File: src/rtl/seq_matcher_pkg.sv
// Shared types for the sequence matcher: FSM state encoding, step record and match helper.
package seq_matcher_pkg;

   localparam int unsigned MAX_IN = 32;

   typedef enum logic [1:0] {
      ST_IDLE = 2'd0,
      ST_RUN  = 2'd1,
      ST_DONE = 2'd2
   } state_t;

   typedef struct packed {
      logic [MAX_IN-1:0] mask;
      logic [MAX_IN-1:0] val;
   } step_t;

   // A step matches when every cared bit equals its required value.
   function automatic logic step_match(input logic [MAX_IN-1:0] bits, input step_t s);
      return ((bits ^ s.val) & s.mask) == '0;
   endfunction

endpackage

File: src/rtl/seq_step_table.sv
// Step table: DEPTH entries of (mask, val), one write port, two combinational read ports.
module seq_step_table
   import seq_matcher_pkg::*;
#(
   parameter int unsigned N_IN  = 4,
   parameter int unsigned DEPTH = 12
) (
   input  logic                     clk,
   input  logic                     rst_n,
   input  logic                     we,
   input  logic [$clog2(DEPTH)-1:0] waddr,
   input  logic [N_IN-1:0]          wmask,
   input  logic [N_IN-1:0]          wval,
   input  logic [$clog2(DEPTH)-1:0] raddr_a,
   input  logic [$clog2(DEPTH)-1:0] raddr_b,
   output step_t                    rd_a,
   output step_t                    rd_b
);

   logic [N_IN-1:0] mask_q [DEPTH];
   logic [N_IN-1:0] val_q  [DEPTH];

   always_ff @(posedge clk or negedge rst_n) begin
      if (!rst_n) begin
         for (int i = 0; i < int'(DEPTH); i++) begin
            mask_q[i] <= '0;
            val_q[i]  <= '0;
         end
      end else if (we && (32'(waddr) < DEPTH)) begin
         mask_q[waddr] <= wmask;
         val_q[waddr]  <= wval;
      end
   end

   // Out-of-range reads return an all-zero (always matching) record.
   always_comb begin
      rd_a = '0;
      rd_b = '0;
      if (32'(raddr_a) < DEPTH) begin
         rd_a.mask = MAX_IN'(mask_q[raddr_a]);
         rd_a.val  = MAX_IN'(val_q[raddr_a]);
      end
      if (32'(raddr_b) < DEPTH) begin
         rd_b.mask = MAX_IN'(mask_q[raddr_b]);
         rd_b.val  = MAX_IN'(val_q[raddr_b]);
      end
   end

endmodule

File: src/rtl/seq_matcher.sv
// Sampled multi-step input pattern matcher with per-step hold timeout.
module seq_matcher
   import seq_matcher_pkg::*;
#(
   parameter int unsigned N_IN  = 4,
   parameter int unsigned DEPTH = 12,
   parameter int unsigned TO_W  = 8
) (
   input  logic                       clk,
   input  logic                       reset,
   input  logic                       enable,
   input  logic                       sample,
   input  logic [N_IN-1:0]            in_bits,
   input  logic                       cfg_we,
   input  logic [$clog2(DEPTH)-1:0]   cfg_addr,
   input  logic [N_IN-1:0]            cfg_mask,
   input  logic [N_IN-1:0]            cfg_val,
   input  logic [TO_W-1:0]            timeout,
   output logic [$clog2(DEPTH+1)-1:0] step_idx,
   output logic                       active,
   output logic                       matched,
   output logic                       fail
);

   localparam int unsigned ADDR_W = $clog2(DEPTH);
   localparam int unsigned IDX_W  = $clog2(DEPTH+1);

   logic              rst_meta;
   logic              rst_n;
   state_t            state_q;
   state_t            state_d;
   logic [IDX_W-1:0]  idx_d;
   logic [TO_W-1:0]   hold_q;
   logic [TO_W-1:0]   hold_d;
   logic              fail_d;
   logic [ADDR_W-1:0] raddr_a;
   logic [ADDR_W-1:0] raddr_b;
   step_t             step_cur;
   step_t             step_prev;
   logic              hit_cur;
   logic              hit_prev;
   logic              hold_expired;
   logic              last_step;

   // Assert asynchronously, release two edges after reset deasserts.
   always_ff @(posedge clk or negedge reset) begin
      if (!reset) begin
         rst_meta <= 1'b0;
         rst_n    <= 1'b0;
      end else begin
         rst_meta <= 1'b1;
         rst_n    <= rst_meta;
      end
   end

   seq_step_table #(
      .N_IN  (N_IN),
      .DEPTH (DEPTH)
   ) u_table (
      .clk     (clk),
      .rst_n   (rst_n),
      .we      (cfg_we && !enable),
      .waddr   (cfg_addr),
      .wmask   (cfg_mask),
      .wval    (cfg_val),
      .raddr_a (raddr_a),
      .raddr_b (raddr_b),
      .rd_a    (step_cur),
      .rd_b    (step_prev)
   );

   // Port a looks at step 0 outside RUN so IDLE can test the start condition.
   assign raddr_a      = (state_q == ST_RUN) ? ADDR_W'(step_idx) : '0;
   assign raddr_b      = ADDR_W'(step_idx - IDX_W'(1));
   assign hit_cur      = step_match(MAX_IN'(in_bits), step_cur);
   assign hit_prev     = step_match(MAX_IN'(in_bits), step_prev);
   assign hold_expired = (timeout != '0) && (hold_q == timeout);
   assign last_step    = (step_idx == IDX_W'(DEPTH - 1));

   always_comb begin
      state_d = state_q;
      idx_d   = step_idx;
      hold_d  = hold_q;
      fail_d  = 1'b0;
      if (!enable) begin
         state_d = ST_IDLE;
         idx_d   = '0;
         hold_d  = '0;
      end else if (sample) begin
         case (state_q)
            ST_IDLE: begin
               if (hit_cur) begin
                  state_d = ST_RUN;
                  idx_d   = IDX_W'(1);
                  hold_d  = '0;
               end
            end
            ST_RUN: begin
               if (hit_cur) begin
                  idx_d  = step_idx + IDX_W'(1);
                  hold_d = '0;
                  if (last_step) state_d = ST_DONE;
               end else if (hit_prev && !hold_expired) begin
                  if (hold_q != '1) hold_d = hold_q + TO_W'(1);
               end else begin
                  state_d = ST_IDLE;
                  idx_d   = '0;
                  hold_d  = '0;
                  fail_d  = 1'b1;
               end
            end
            ST_DONE: ;
            default: begin
               state_d = ST_IDLE;
               idx_d   = '0;
               hold_d  = '0;
            end
         endcase
      end
   end

   always_ff @(posedge clk or negedge rst_n) begin
      if (!rst_n) begin
         state_q  <= ST_IDLE;
         step_idx <= '0;
         hold_q   <= '0;
         active   <= 1'b0;
         matched  <= 1'b0;
         fail     <= 1'b0;
      end else begin
         state_q  <= state_d;
         step_idx <= idx_d;
         hold_q   <= hold_d;
         active   <= (state_d == ST_RUN);
         matched  <= (state_d == ST_DONE);
         fail     <= fail_d;
      end
   end

endmodule

File: config.mk
export PLATFORM = sky130hd
export DESIGN_NAME = seq_matcher
export DESIGN_NICKNAME = d
export VERILOG_FILES = /design/src/rtl/seq_matcher_pkg.sv /design/src/rtl/seq_step_table.sv /design/src/rtl/seq_matcher.sv
export SDC_FILE = /design/constraint.sdc
export NUM_CORES = 1
export LEC_CHECK = 0
export CAP_MARGIN = 10
export CORE_MARGIN = 5
export CORE_UTILIZATION = 50
export CTS_BUF_LIST = sky130_fd_sc_hd__clkbuf_16
export DETAILED_ROUTE_END_ITERATION = 8
export PLACE_DENSITY = 0.8
export SLEW_MARGIN = 20
export SYNTH_ARGS = -nofsm -noshare
export SYNTH_HDL_FRONTEND = slang
export SYNTH_SLANG_ARGS = --single-unit
File: constraint.sdc
create_clock -name clk -period 9.1 [get_ports clk]
set_clock_uncertainty 0.15 [all_clocks]
set_input_delay 1.365 -clock clk [delete_from_list [all_inputs] [get_ports clk]]
set_output_delay 1.365 -clock clk [all_outputs]
set_load 0.02 [all_outputs]
==> results of run 1 <==
[stage by stage]
step / util [%] / power [uW] / worst slack [ps] / area, um^2
6_report: 57.57 / 1942 / 4634 / 7991
5_1_grt: 57.57 / 2034 / 4481 / 7991
4_1_cts: 57.57 / 1935 / 4727 / 7991
3_5_place_dp: 53.77 / 1323 / 4281 / 7463
3_3_place_gp: 53.77 / 1305 / 4339 / 7463
2_1_floorplan: - / 1171 / 5368 / 7064
[synth_stat cells, drive strengths merged, types with 9 or more instances]
master,instances,area (um^2)
a21oi,20,100.1
a31oi,11,68.82
buf,22,142.6
clkbuf,20,76.32
dfrtp,115,2878
inv,23,86.33
mux2,111,1254
mux2i,26,272.8
nand2,47,176.4
nand2b,10,62.56
nand3,32,170.2
nand3b,13,117.6
nand4b,13,113.9
nor2,10,37.54
nor3,14,70.07
o21ai,21,105.1
o221ai,11,96.34
o22ai,9,56.30
xor2,15,131.4
[critical path: cells and delay by family]
family	cells	cell delay (ps)
compound gates	5	1460
buf+inv	1	900
simple gates	2	480
mux	1	380
[cells in the final DEF, fill, tap and decap left out, types with 6 or more instances in the layout]
cell / count
dfrtp_1: 113
nand2b_1: 10
clkbuf_16: 17
nor2_1: 10
nor3_1: 14
inv_1: 25
o211ai_1: 6
a31oi_1: 11
nand3_1: 30
o22ai_1: 9
xor2_1: 15
o21ai_0: 16
nand3b_1: 10
nand4b_1: 13
clkdlybuf4s50_1: 35
o221ai_1: 11
mux2i_1: 25
a21oi_1: 20
nand2_1: 47
mux2_2: 106
[flip-flops by register name, summed over array words and instances (netlist names), 2 cells and up]
register / flops
u_table.mask_q: 48
step_idx: 4
state_q: 2
u_table.val_q: 48
hold_q: 8
[layout make-up]
class                   count  area (um^2)
flip-flops and latches    115         2883
well taps                 180        225.2
repair buffers             40        387.9
inverters                  23        86.33
clock buffers              17        425.4
clock inverters            12        102.6
fillers                  1159         5889
multi-input cells         475         3881
[cell families (layout without fill, tap and decap cells)]
kind of cell | Yosys count | count (layout) | share of synthesized area [%]
and+or+nand+nor | 190 | 190 | 16.37
muxes | 142 | 142 | 23.20
AOI/OAI and AO/OA | 119 | 119 | 12.31
xor gates and xnor gates | 20 | 20 | 2.480
adders and majority gates | 3 | 3 | 0.5314
DFF | 115 | 115 | 40.74
buffers and inverters | 65 | 92 | 4.322
other | 1 | 1 | 0.05308
[power by group]
group | total, uW | internal, uW | switching [uW]
logic | 624 | 283 | 341
registers | 711 | 603 | 109
clock network | 606 | 388 | 219
total | 1940 | 1270 | 668
[per-layer routing]
metal / track usage [%] / up-vias / share of wire [%]
met5: 0 / - / 0
met4: 11.12 / 0 / 3.4
met3: 5.770 / 63 / 7.9
met2: 39.21 / 322 / 47
met1: 33.08 / 2906 / 42
li1: - / 2513 / -
[worst max path at each step]
stage	end	slack, ps	cells past startpoint	start
after floorplan	hold_q[1]	5370	9	in_bits[1]
after global placement	hold_q[1]	4340	9	in_bits[1]
after detailed placement	hold_q[1]	4280	9	in_bits[1]
after CTS	hold_q[1]	4730	9	in_bits[1]
after global routing	hold_q[1]	4480	9	in_bits[1]
final	hold_q[1]	4630	9	in_bits[1]
==> results.py, run 1 <==
metrics = {
    "outcome": {
        "status": "finished, final reports clean",
    },
    "drt": {
        "detail-route-antenna-nets": 0,
        "routed_via_density": 6.733,
        "wl_per_cell_um": 23.19,
        "vias": 5804,
        "drc": 0,
        "wl_um": 19990,
        "drt-initial-drc-count": 690,
        "dr.pass1.iters": 6,
    },
    "global_routing": {
        "overflow": 0,
        "grt_pass1_vias": 5784,
        "grt_usage_pct": 24.97,
        "grt_pass1_wl_um": 31830,
        "antenna_found_initial": 0,
        "grt_start_max_net_pins": 87,
    },
    "placement": {
        "port_buffers": 35,
        "dp_hpwl_um": 13900,
        "numPlacedInstances": 833,
        "gp_congestion": 1.082,
    },
    "clock_network": {
        "cts_hold_buf": 0,
        "clkTransAtPathRegs_ps": 50,
        "clock_path_buffers": 2,
        "cts_resized": 0,
        "clock_latency_ps": 420,
        "cts-root-buf": "clkbuf_16",
        "cts_setup_buffers": 0,
        "cts_sinks": 115,
        "cts_tree": "yes",
        "numCtsBuffers": 17,
        "cts_max_level": 4,
    },
    "worst_hold_path": {
        "hp-class": "register to asynchronous set/reset pin",
    },
    "timing": {
        "finalCritPeriodShare_pct": 49.08,
        "tns_ps": 0,
        "timing.hold.ws_ps": 183.7,
        "setup_viol": 0,
        "slew_headroom_pct": 30.26,
        "layout_min_cycle_time_ps": 4466,
        "timing_hold_violations_final": 0,
        "slew_viol_final": 0,
        "fmaxAchievable_mhz": 223.9,
        "rsz0062_at_grt": "false",
        "worst_pin_slew_ps": 1044,
    },
    "worst_setup_path": {
        "regToRegEndpoint": "hold_q[6]",
        "reg2reg_from": "state_q[0]",
        "rrSetupSlack_ps": 4990,
        "critPathRequiredTime_ps": 9240,
        "worstSetupEndpointType": "register",
        "critPathKind": "input pin to register",
        "rr_worst_depth": 8,
        "cp_cell_sequence": "clkdlybuf4s50_1 > and3b_1 > a311o_1 > a2111oi_1 > o22ai_1 > a31o_2 > o31ai_2 > nand3_1 > mux2_1",
        "cp_max_fo": 16,
        "arrival_ps": 4610,
        "slowest_stage": "clkdlybuf4s50_1",
        "crit_path_max_incr_delay_ps": 900,
        "critPathLaunchType": "input pin",
    },
    "synthesis": {
        "synthesis.nets": 687,
        "synth.distinct_cells": 83,
        "syn-instance-count": 655,
        "avgSynthCellArea_um2": 10.79,
        "synthArstFlopShare_pct": 100.0,
        "synth_edf_count": 0,
        "ys_seq_elements": 115,
        "synthFlopType": "dfrtp_1",
        "synth_area_um2": 7064,
        "synth_warnings": 0,
        "yosysSeqAreaShare_pct": 40.74,
    },
    "cells_and_area": {
        "nets": 704,
        "stdcell_count": 862,
        "antenna_cells": 0,
        "area_growth_pct": 13.12,
        "post_route_cells_drive_above_1_share_pct": 23.61,
    },
    "power": {
        "p_per_area_nw_per_um2": 243.0,
        "ir_drop_mv": 0.1524,
        "leakage_uw": 0.003346,
    },
    "die": {
        "die_w_um": 128.9,
        "die_h_um": 128.9,
        "dieArea_um2": 16610,
        "design.core.area_um2": 13880,
        "initial_core_util_pct": 50.89,
        "ios": 36,
        "rows": 43,
    },
    "job": {
        "cap_violations": 0,
    },
}
Note: power is estimated with default switching activity, not from simulation.
==> inputs of run 2 (changes only) <==
--- a/config.mk
+++ b/config.mk
@@ -10,7 +10,7 @@
 export CORE_UTILIZATION = 50
 export CTS_BUF_LIST = sky130_fd_sc_hd__clkbuf_16
 export DETAILED_ROUTE_END_ITERATION = 8
-export PLACE_DENSITY = 0.8
+export PLACE_DENSITY = 0.83
 export SLEW_MARGIN = 20
 export SYNTH_ARGS = -nofsm -noshare
 export SYNTH_HDL_FRONTEND = slang
==> constraint.sdc (replaced) <==
create_clock -name clk -period 3.67 [get_ports clk]
set_clock_uncertainty 0.15 [all_clocks]
set_input_delay 0.5505 -clock clk [delete_from_list [all_inputs] [get_ports clk]]
set_output_delay 0.5505 -clock clk [all_outputs]
set_load 0.02 [all_outputs]
==> run 2 against run 1 <==
Effect of this change:
- combinational power grew to 2.6 times the previous value
- first-iteration DRC count fell by 4.3%
- final area increased by 3.0%
- register-to-register slack worse by 4700 ps
- core utilization up 1.7 points
- non-clock buffer count grew 26
- power grew to 2.5 times the previous value
- flip-flop and latch count stayed put
- count of clock-buffer cells in the layout did not move
- clock power rose to 2.5 times the previous value
- sequential power is 150% higher
- die area stayed put
- largest cell class unchanged
==> results.py, run 2 (synthesis gave the netlist of run 1 again) <==
metrics = {
    "drt": {
        "wl_um": 19730,
        "detail-route-antenna-nets": 0,
        "dr.pass1.iters": 5,
        "drc": 0,
        "routed_via_density": 6.575,
        "drt-initial-drc-count": 660,
        "vias": 5852,
        "wl_per_cell_um": 22.17,
    },
    "worst_setup_path": {
        "slowest_stage": "dfrtp_1",
        "crit_end": "hold_q[3]",
        "critPathLaunchType": "register",
        "critPathRequiredTime_ps": 3890,
        "path_depth": 8,
        "cp_cell_sequence": "nand2b_1 > a21oi_1 > o22ai_1 > o311ai_0 > nand3_2 > a31oi_1 > nand3_1 > o2bb2a_1",
        "cp_max_fo": 12,
        "critPathKind": "register to register",
        "rrSetupSlack_ps": 290,
        "cp_top_family": "compound AO/OA/AOI/OAI gates",
        "arrival_ps": 3600,
        "reg2reg_from": "state_q[0]",
        "crit_buf_inv": 0,
        "crit_path_max_incr_delay_ps": 660,
        "cp-startpoint": "state_q[0]",
        "regToRegEndpoint": "hold_q[3]",
        "rr_worst_depth": 8,
        "worstSetupEndpointType": "register",
    },
    "clock_network": {
        "cts_sinks": 115,
        "cts_resized": 0,
        "cts_max_level": 4,
        "numCtsBuffers": 17,
        "clock_path_buffers": 2,
        "cts_setup_buffers": 0,
        "cts_hold_buf": 0,
        "clkTransAtPathRegs_ps": 50,
        "cts-root-buf": "clkbuf_16",
        "cts_tree": "yes",
        "clock_latency_ps": 430,
    },
    "cells_and_area": {
        "area_growth_pct": 16.49,
        "nets": 730,
        "register_area_um2": 2883,
        "final_area_um2": 8229,
        "antenna_cells": 0,
        "reg_top3": "u_table.mask_q (48), u_table.val_q (48), hold_q (8)",
        "mostFrequentLayoutCells": "dfrtp_1, mux2_2, nand2_1",
        "multi_input_area_um2": 3884,
        "fillers": 1140,
        "post_route_cells_drive_above_1_share_pct": 27.61,
        "final_common_cell": "dfrtp_1",
    },
    "timing": {
        "worst_pin_slew_ps": 753.0,
        "slew_viol_final": 0,
        "tns_ps": 0,
        "fmaxAchievable_mhz": 295.7,
        "layout_min_cycle_time_ps": 3382,
        "finalCritPeriodShare_pct": 92.16,
        "slew_headroom_pct": 49.80,
        "rsz0062_at_grt": "false",
        "timing_hold_violations_final": 0,
        "setup_viol": 0,
    },
    "global_routing": {
        "grt_pass1_vias": 5996,
        "grt_usage_pct": 24.88,
        "antenna_found_initial": 0,
        "grt_start_max_net_pins": 87,
        "grt_pass1_wl_um": 31910,
        "overflow": 0,
    },
    "placement": {
        "port_buffers": 35,
        "dp_hpwl_um": 14330,
        "dpl_cell_area_um2": 7684,
        "gp_congestion": 0.9417,
    },
    "power": {
        "seqPwrFrac_pct": 35.6,
        "switching_share_pct": 35.10,
        "leakage_uw": 0.003475,
        "ir_drop_mv": 0.3537,
        "p_per_area_nw_per_um2": 597.8,
        "netSwitchingPower_uw": 1727,
        "clkPwrFrac_pct": 31.0,
        "power_frac_comb_pct": 33.4,
        "p_int_uw": 3193,
    },
    "die": {
        "die_w_um": 128.9,
        "ios": 36,
        "dieArea_um2": 16610,
        "design.core.area_um2": 13880,
        "initial_core_util_pct": 50.89,
        "die_h_um": 128.9,
        "rows": 43,
    },
    "job": {
        "cap_violations": 0,
    },
    "worst_hold_path": {
        "hp-class": "input pin to asynchronous set/reset pin",
    },
    "outcome": {
        "status": "finished, final reports clean",
    },
}
## run 2: changes by cell type in the layout (fill, tap and decap cells not counted), sizes merged
cell,delta
buf,+26
clkinvlp,+3
bufinv,-1
clkinv,+1
inv,-1
## run 2: worst reg2reg max path: cells and delay by family (launching register included)
family           cells  cell delay [ps]
AO/OA/AOI/OAI        5             1760
flip-flops           1              660
AND/OR/NAND/NOR      3              760
## run 2: worst min-delay path by stage
stage | start | endpoint | depth (start not counted)
2_1_floorplan | reset | rst_meta | 0
3_3_place_gp | rst_meta | rst_n | 0
3_5_place_dp | rst_meta | rst_n | 0
4_1_cts | reset | rst_n | 1
5_1_grt | reset | rst_meta | 1
6_report | reset | rst_meta | 1
## run 2: layout make-up
class / count / share of cell area (%)
clock buffer: 17 / 5.170
tap: 180 / 2.737
multi-input combinational: 475 / 47.19
inverter: 23 / 1.049
sequential: 115 / 35.03
clock inverter: 14 / 1.429
timing repair buffer: 66 / 7.389
## run 2: through the flow
stage / instances / worst slack [ps] / power (uW) / utilization (%) / hold slack [ps]
after CTS: 890 / 167.5 / 4911 / 59.27 / 127.2
after global routing: 890 / 122.4 / 5153 / 59.28 / 126.1
after floorplan: 655 / 79.05 / 2904 / - / 104.9
final: 890 / 287.7 / 4920 / 59.28 / 133.2
after detailed placement: 859 / 100.8 / 3373 / 55.35 / 197.9
after global placement: 859 / 174.1 / 3317 / 55.35 / 190.1
## run 2: power by group through the flow
stage	clock, uW	combinational (uW)	sequential, uW
after detailed placement	0	1610	1760
after CTS	1540	1620	1740
after global placement	0	1570	1750
final	1520	1640	1750
after global routing	1600	1770	1780
after floorplan	0	1220	1680
## run 2: metal layers
layer,track usage (%),routed length [um],vias to the layer above
li1,-,-,2578
met1,32.20,8162,2913
met2,39.30,9224,286
met3,6.476,1533,75
met4,11.30,811,0
met5,0,0,-
